<file path="config.mk">
export PLATFORM = sky130hd
export DESIGN_NAME = register_status_table_flat
export DESIGN_NICKNAME = d
export VERILOG_FILES = /design/src/rtl/register_status_table_if.sv /design/src/rtl/register_status_table.sv /design/src/flat_wrapper.sv
export SDC_FILE = /design/constraint.sdc
export NUM_CORES = 2
export LEC_CHECK = 0
export CAP_MARGIN = 20
export CORE_MARGIN = 4
export CORE_UTILIZATION = 60
export CTS_CLUSTER_DIAMETER = 40
export CTS_CLUSTER_SIZE = 28
export DETAILED_ROUTE_END_ITERATION = 8
export GPL_ROUTABILITY_DRIVEN = 0
export PLACE_DENSITY = 0.81
export SLEW_MARGIN = 20
export SYNTH_ARGS = -nofsm -noshare
export SYNTH_HDL_FRONTEND = slang
export SYNTH_SLANG_ARGS = --single-unit
</file>
<file path="constraint.sdc">
create_clock -name CLK -period 5.2 [get_ports CLK]
set_clock_uncertainty 0.1 [all_clocks]
set_input_delay 1.04 -clock CLK [delete_from_list [all_inputs] [get_ports CLK]]
set_output_delay 1.04 -clock CLK [all_outputs]
set_load 0.01 [all_outputs]
</file>
<file path="src/rtl/register_status_table_if.sv">
// rtl/register_status_table_if.sv - dispatch/commit/forwarding bundle for the register status table
//
// Groups every non-clock signal of register_status_table.
//   slave  : the register status table side
//   master : decoder / ROB / testbench side
// Dispatch path : Issue, ROBFull, ROBTail, DestReg, WriteDest -> Dispatch
// Source lookup : SrcA, SrcB, ForwardA/B, ForwardDataA/B -> IndexA/B, OpA/B, ReadyA/B, TagA/B
// Commit path   : Commit, ROBHead, WE, WA, WD
interface register_status_table_if;
    logic        Issue;
    logic        ROBFull;
    logic        Dispatch;
    logic [2:0]  ROBTail;
    logic [3:0]  DestReg;
    logic        WriteDest;
    logic [3:0]  SrcA;
    logic [3:0]  SrcB;
    logic        Commit;
    logic [2:0]  ROBHead;
    logic        WE;
    logic [3:0]  WA;
    logic [31:0] WD;
    logic [2:0]  IndexA;
    logic [2:0]  IndexB;
    logic        ForwardA;
    logic        ForwardB;
    logic [31:0] ForwardDataA;
    logic [31:0] ForwardDataB;
    logic [31:0] OpA;
    logic [31:0] OpB;
    logic        ReadyA;
    logic        ReadyB;
    logic [2:0]  TagA;
    logic [2:0]  TagB;

    modport slave (
        input  Issue, ROBFull, ROBTail, DestReg, WriteDest, SrcA, SrcB,
        input  Commit, ROBHead, WE, WA, WD,
        input  ForwardA, ForwardB, ForwardDataA, ForwardDataB,
        output Dispatch, IndexA, IndexB, OpA, OpB, ReadyA, ReadyB, TagA, TagB
    );

    modport master (
        output Issue, ROBFull, ROBTail, DestReg, WriteDest, SrcA, SrcB,
        output Commit, ROBHead, WE, WA, WD,
        output ForwardA, ForwardB, ForwardDataA, ForwardDataB,
        input  Dispatch, IndexA, IndexB, OpA, OpB, ReadyA, ReadyB, TagA, TagB
    );
endinterface

</file>
<file path="src/rtl/register_status_table.sv">
// rtl/register_status_table.sv - architectural register file with busy/tag renaming and operand resolution
//
// Holds 16 x 32-bit architectural registers, a busy bit and a 3-bit ROB tag per
// register. Destinations are renamed to ROBTail on dispatch and released when
// the ROB commits the matching tag. Each source operand resolves to a ready
// value (register file, same-cycle commit bypass or ROB forward) or to the
// producer tag the reservation station must wait on.
// Ports:
//   CLK   : clock, all state updates on the rising edge
//   Reset : synchronous active-high reset
//   bus   : register_status_table_if.slave (dispatch, commit, lookup, forwarding)
module register_status_table (
    input  logic                           CLK,
    input  logic                           Reset,
    register_status_table_if.slave         bus
);
    logic [31:0] rf_q   [16];
    logic [31:0] rf_d   [16];
    logic [15:0] busy_q;
    logic [15:0] busy_d;
    logic [2:0]  tag_q  [16];
    logic [2:0]  tag_d  [16];

    logic dispatch;
    logic commit_we;

    assign dispatch  = bus.Issue & ~bus.ROBFull;
    assign commit_we = bus.Commit & bus.WE;
    assign bus.Dispatch = dispatch;

    // Returns {ready, op}. Sources see pre-edge state plus the retiring value,
    // so an instruction reading its own destination sees the old mapping.
    function automatic logic [32:0] resolve(
        input logic        busy_s,
        input logic [2:0]  tag_s,
        input logic [31:0] rf_s,
        input logic        wa_hit,
        input logic [2:0]  head,
        input logic [31:0] wd,
        input logic        fwd,
        input logic [31:0] fwd_data
    );
        logic [32:0] r;
        r = 33'd0;
        if (!busy_s) begin
            // Architectural value; a same-cycle commit to this register writes through.
            r = {1'b1, (wa_hit ? wd : rf_s)};
        end else if (wa_hit && (tag_s == head)) begin
            r = {1'b1, wd};
        end else if (fwd) begin
            r = {1'b1, fwd_data};
        end
        return r;
    endfunction

    logic [32:0] res_a;
    logic [32:0] res_b;

    always_comb begin
        res_a = resolve(busy_q[bus.SrcA], tag_q[bus.SrcA], rf_q[bus.SrcA],
                        commit_we && (bus.WA == bus.SrcA), bus.ROBHead, bus.WD,
                        bus.ForwardA, bus.ForwardDataA);
        res_b = resolve(busy_q[bus.SrcB], tag_q[bus.SrcB], rf_q[bus.SrcB],
                        commit_we && (bus.WA == bus.SrcB), bus.ROBHead, bus.WD,
                        bus.ForwardB, bus.ForwardDataB);
    end

    assign bus.ReadyA = res_a[32];
    assign bus.OpA    = res_a[31:0];
    assign bus.ReadyB = res_b[32];
    assign bus.OpB    = res_b[31:0];
    assign bus.TagA   = tag_q[bus.SrcA];
    assign bus.TagB   = tag_q[bus.SrcB];
    assign bus.IndexA = tag_q[bus.SrcA];
    assign bus.IndexB = tag_q[bus.SrcB];

    always_comb begin
        rf_d   = rf_q;
        busy_d = busy_q;
        tag_d  = tag_q;
        if (commit_we) begin
            rf_d[bus.WA] = bus.WD;
            // Only release if the register still maps to the retiring entry;
            // otherwise a younger producer owns it.
            if (busy_q[bus.WA] && (tag_q[bus.WA] == bus.ROBHead)) begin
                busy_d[bus.WA] = 1'b0;
            end
        end
        // Applied after commit so a same-register rename wins over the release.
        if (dispatch && bus.WriteDest) begin
            busy_d[bus.DestReg] = 1'b1;
            tag_d[bus.DestReg]  = bus.ROBTail;
        end
    end

    always_ff @(posedge CLK) begin
        if (Reset) begin
            busy_q <= 16'd0;
            for (int i = 0; i < 16; i++) begin
                rf_q[i]  <= 32'd0;
                tag_q[i] <= 3'd0;
            end
        end else begin
            busy_q <= busy_d;
            for (int i = 0; i < 16; i++) begin
                rf_q[i]  <= rf_d[i];
                tag_q[i] <= tag_d[i];
            end
        end
    end
endmodule

</file>
<file path="src/flat_wrapper.sv">
// flat-port wrapper written by rule: the top's interface ports become plain ports
module register_status_table_flat 
  (CLK, Reset, bus_Issue, bus_ROBFull, bus_ROBTail, bus_DestReg, bus_WriteDest, bus_SrcA, bus_SrcB, bus_Commit, bus_ROBHead, bus_WE, bus_WA, bus_WD, bus_ForwardA, bus_ForwardB, bus_ForwardDataA, bus_ForwardDataB, bus_Dispatch, bus_IndexA, bus_IndexB, bus_OpA, bus_OpB, bus_ReadyA, bus_ReadyB, bus_TagA, bus_TagB);
  register_status_table_if bus_i ();
  input  logic CLK;
  input  logic Reset;
  input wire logic [$bits(bus_i.Issue)-1:0] bus_Issue;
  input wire logic [$bits(bus_i.ROBFull)-1:0] bus_ROBFull;
  input wire logic [$bits(bus_i.ROBTail)-1:0] bus_ROBTail;
  input wire logic [$bits(bus_i.DestReg)-1:0] bus_DestReg;
  input wire logic [$bits(bus_i.WriteDest)-1:0] bus_WriteDest;
  input wire logic [$bits(bus_i.SrcA)-1:0] bus_SrcA;
  input wire logic [$bits(bus_i.SrcB)-1:0] bus_SrcB;
  input wire logic [$bits(bus_i.Commit)-1:0] bus_Commit;
  input wire logic [$bits(bus_i.ROBHead)-1:0] bus_ROBHead;
  input wire logic [$bits(bus_i.WE)-1:0] bus_WE;
  input wire logic [$bits(bus_i.WA)-1:0] bus_WA;
  input wire logic [$bits(bus_i.WD)-1:0] bus_WD;
  input wire logic [$bits(bus_i.ForwardA)-1:0] bus_ForwardA;
  input wire logic [$bits(bus_i.ForwardB)-1:0] bus_ForwardB;
  input wire logic [$bits(bus_i.ForwardDataA)-1:0] bus_ForwardDataA;
  input wire logic [$bits(bus_i.ForwardDataB)-1:0] bus_ForwardDataB;
  output wire logic [$bits(bus_i.Dispatch)-1:0] bus_Dispatch;
  output wire logic [$bits(bus_i.IndexA)-1:0] bus_IndexA;
  output wire logic [$bits(bus_i.IndexB)-1:0] bus_IndexB;
  output wire logic [$bits(bus_i.OpA)-1:0] bus_OpA;
  output wire logic [$bits(bus_i.OpB)-1:0] bus_OpB;
  output wire logic [$bits(bus_i.ReadyA)-1:0] bus_ReadyA;
  output wire logic [$bits(bus_i.ReadyB)-1:0] bus_ReadyB;
  output wire logic [$bits(bus_i.TagA)-1:0] bus_TagA;
  output wire logic [$bits(bus_i.TagB)-1:0] bus_TagB;
  assign bus_i.Issue = bus_Issue;
  assign bus_i.ROBFull = bus_ROBFull;
  assign bus_i.ROBTail = bus_ROBTail;
  assign bus_i.DestReg = bus_DestReg;
  assign bus_i.WriteDest = bus_WriteDest;
  assign bus_i.SrcA = bus_SrcA;
  assign bus_i.SrcB = bus_SrcB;
  assign bus_i.Commit = bus_Commit;
  assign bus_i.ROBHead = bus_ROBHead;
  assign bus_i.WE = bus_WE;
  assign bus_i.WA = bus_WA;
  assign bus_i.WD = bus_WD;
  assign bus_i.ForwardA = bus_ForwardA;
  assign bus_i.ForwardB = bus_ForwardB;
  assign bus_i.ForwardDataA = bus_ForwardDataA;
  assign bus_i.ForwardDataB = bus_ForwardDataB;
  assign bus_Dispatch = bus_i.Dispatch;
  assign bus_IndexA = bus_i.IndexA;
  assign bus_IndexB = bus_i.IndexB;
  assign bus_OpA = bus_i.OpA;
  assign bus_OpB = bus_i.OpB;
  assign bus_ReadyA = bus_i.ReadyA;
  assign bus_ReadyB = bus_i.ReadyB;
  assign bus_TagA = bus_i.TagA;
  assign bus_TagB = bus_i.TagB;
  register_status_table u_core (.CLK(CLK), .Reset(Reset), .bus(bus_i));
endmodule
</file>
==> results.sh <==
export IMPL_cts_htree_levels=3
export IMPL_endpoint_kind="primary output"
export IMPL_min_period_over_period_pct=101
export IMPL_io_pin_count=206
export IMPL_syn_area_per_cell_um2=8.96
export IMPL_ir_drop_uv=269
export IMPL_crit_fanout=7
export IMPL_rsz0062_at_grt="false"
export IMPL_finalCriticalPeriod_ps=5240
export IMPL_clock_path_buffers=3
export IMPL_power_density_mw_per_mm2=302
export IMPL_tritoncts="built"
export IMPL_slew_violations=0
export IMPL_antenna_found_initial=2
export IMPL_drv_cap=0
export IMPL_coreArea_mm2=0.0515
export IMPL_hold_buffers=0
export IMPL_grt_use_total_pct=40.8
export IMPL_drt_wirelength_per_cell_um=27.5
export IMPL_slowest_delay_ps=630
export IMPL_cts_clk_slew_worst_paths_ps=60
export IMPL_hold_slack_ps=366
export IMPL_cp_arrival_ps=4100
export IMPL_max_slew_worst_pin_slew_ps=1230
export IMPL_grt_pass1_vias=31400
export IMPL_ys_async_sr_fraction_pct=0
export IMPL_ys_warn_count=0
export IMPL_synth_edf_count=0
export IMPL_drive_gt1_share_pct=20.2
export IMPL_drc_errors=0
export IMPL_mostFrequentLayoutCell="nand2_1"
export IMPL_critical_path_cell_chain="buf_4 -> mux4_1 -> mux4_2 -> xor2_1 -> or2_4 -> or4_1 -> o211ai_1 -> clkdlybuf4s50_1"
export IMPL_setup_violations=1
export IMPL_num_rows=83
export IMPL_utilization_pct=72.9
export IMPL_grt_max_degree=185
export IMPL_final_nets=3715
export IMPL_regToRegSetupSlack_ps=2590
export IMPL_dr_pass1_iters=9
export IMPL_cts_made_buffers=80
export IMPL_hold_violations=0
export IMPL_relSlewSlack_pct=17.4
export IMPL_worstSetupStartpoint="bus_SrcB[2]"
export IMPL_yosysSeqAreaShare_pct=36.8
export IMPL_die_w_um=237
export IMPL_drtIter0Drc=5760
export IMPL_routed_via_count=31200
export IMPL_num_antenna_cells=0
export IMPL_min_delay_start="u_core.rf_q[277]"
export IMPL_viasPerCell=7.19
export IMPL_hold_path_class="reg -> reg"
export IMPL_total_power_uw=11300
export IMPL_area_growth_syn_to_layout_pct=19.9
export IMPL_clock_sinks=576
export IMPL_clock_fmax_ghz=0.191
export IMPL_r2r_end="u_core.busy_q[4]"
export IMPL_dieArea_mm2=0.0559
export IMPL_required_ps=4060
export IMPL_synthFlopType="dfxtp_1"
export IMPL_hold_path_end="u_core.rf_q[277]"
export IMPL_clk_latency_ps=640
export IMPL_netlist_area_mm2=0.0313
export IMPL_final_cell_mix="1,070 x nand2_1, 576 x dfxtp_1, 520 x a21oi_1, 303 x mux4_2, 152 x buf_4"
export IMPL_synth_distinct_cells=48
export IMPL_root_buffer="clkbuf_16"
export IMPL_postRouteAntennaNets=0
export IMPL_violations="setup timing"
export IMPL_cp_slowest_cell="clkdlybuf4s50_1"
export IMPL_synth_seq_cells=576
export IMPL_wl_um=119000
export IMPL_syn_nets=3624
export IMPL_grt_pass1_wl_um=178000
export IMPL_grt_overflow=0
export IMPL_status="complete, but fails checks"
export IMPL_netlist_instances=3497
export IMPL_hold_depth=2
export IMPL_die_y_um=237
export IMPL_hpwl_um=71200
export IMPL_start_util_pct=60.8
export IMPL_startpoint_type="primary input"
export IMPL_worstSetupPathType="in -> out"
export IMPL_r2r_start="u_core.tag_q[3]"
export IMPL_io_buffers=205
export IMPL_ff2ff_path_depth=5
export IMPL_fill_cells=3439
export IMPL_power_leakage_uw=0.0131
export IMPL_setup_slack_ps=-39.9
## worst max-delay path, delay by kind of cell
kind | cells | cell delay [ps]
muxes | 2 | 1070
xor gates and xnor gates | 1 | 210
buffers and inverters | 2 | 770
AOI/OAI and AO/OA | 1 | 230
and+or+nand+nor | 2 | 780
## power breakdown
part	total, µW	switching [µW]	internal (µW)
Sequential	4470	24.6	4450
Combinational	1140	684	453
Clock	5740	2270	3470
Total	11300	2980	8370
## layer usage
metal | vias to the layer above | track usage, % | share of wire, %
li1 | 12700 | - | -
met1 | 14600 | 49.5 | 32
met2 | 2971 | 61.1 | 43
met3 | 905 | 13.6 | 16
met4 | 2 | 29.5 | 9.1
met5 | - | 0 | 0.0076
## worst max path at each step
stage	cells past startpoint	end
CTS	8	bus_OpB[26]
detailed placement	9	bus_OpB[4]
global route	8	bus_OpB[30]
finish	8	bus_OpB[30]
global placement	9	bus_OpB[4]
floorplan	9	bus_OpA[10]
## synthesized netlist by cell type, types with 33 or more instances
| library cell | number | area (µm²) |
|---|---|---|
| nand2_1 | 1070 | 4020 |
| buf_2 | 33 | 165 |
| mux2_2 | 65 | 732 |
| nor2_1 | 85 | 319 |
| a221o_1 | 58 | 581 |
| mux2i_1 | 63 | 631 |
| nor2b_1 | 38 | 238 |
| a211oi_1 | 64 | 480 |
| dfxtp_1 | 576 | 11500 |
| and2_1 | 33 | 206 |
| clkbuf_1 | 321 | 1200 |
| mux4_2 | 303 | 6820 |
| a21oi_1 | 520 | 2600 |
| o22ai_1 | 64 | 400 |
| nor3_1 | 69 | 345 |
## logic make-up (layout without fill, tap and decap cells)
| kind of cell | Yosys count | in the layout | synth area share [%] |
|---|---|---|---|
| AO/OA/AOI/OAI | 740 | 740 | 13.8 |
| multiplexers | 436 | 436 | 26.5 |
| buffers and inverters | 386 | 543 | 4.97 |
| XOR/XNOR | 17 | 17 | 0.475 |
| AND/OR/NAND/NOR | 1342 | 1342 | 17.4 |
| flip-flops | 576 | 576 | 36.8 |
## layout make-up
| cell class | instances | area, µm² | area share [%] |
|---|---|---|---|
| Clock buffer | 90 | 2090 | 5.56 |
| Clock inverter | 58 | 717 | 1.91 |
| Inverter | 6 | 22.5 | 0.0600 |
| Multi-Input combinational cell | 2535 | 18500 | 49.1 |
| Sequential cell | 576 | 11500 | 30.7 |
| Tap cell | 680 | 851 | 2.26 |
| Timing Repair Buffer | 389 | 3900 | 10.4 |
## stage by stage
stage	std cells	setup TNS, ps	worst slack (ps)	instance area (µm²)
finish	4334	-39.9	-39.9	37600
global route	4334	0	4.39	37600
floorplan	3497	0	395	31300
CTS	4331	0	7.15	37400
global placement	4183	-20380	-740	34600
detailed placement	4183	-23900	-773	34600
## sequential cells by signal (all words and copies together) (netlist names)
name and flops:
u_core.tag_q 48, u_core.rf_q 512, u_core.busy_q 16
## repair_timing
item / in CTS / in global routing
pin swaps: 1 / 0
setup endpoints to repair: 65 / 30
cloned: 0 / 0
resized for setup: 42 / 33
setup buffers: 0 / 2
(Power assumes the default switching activity.)
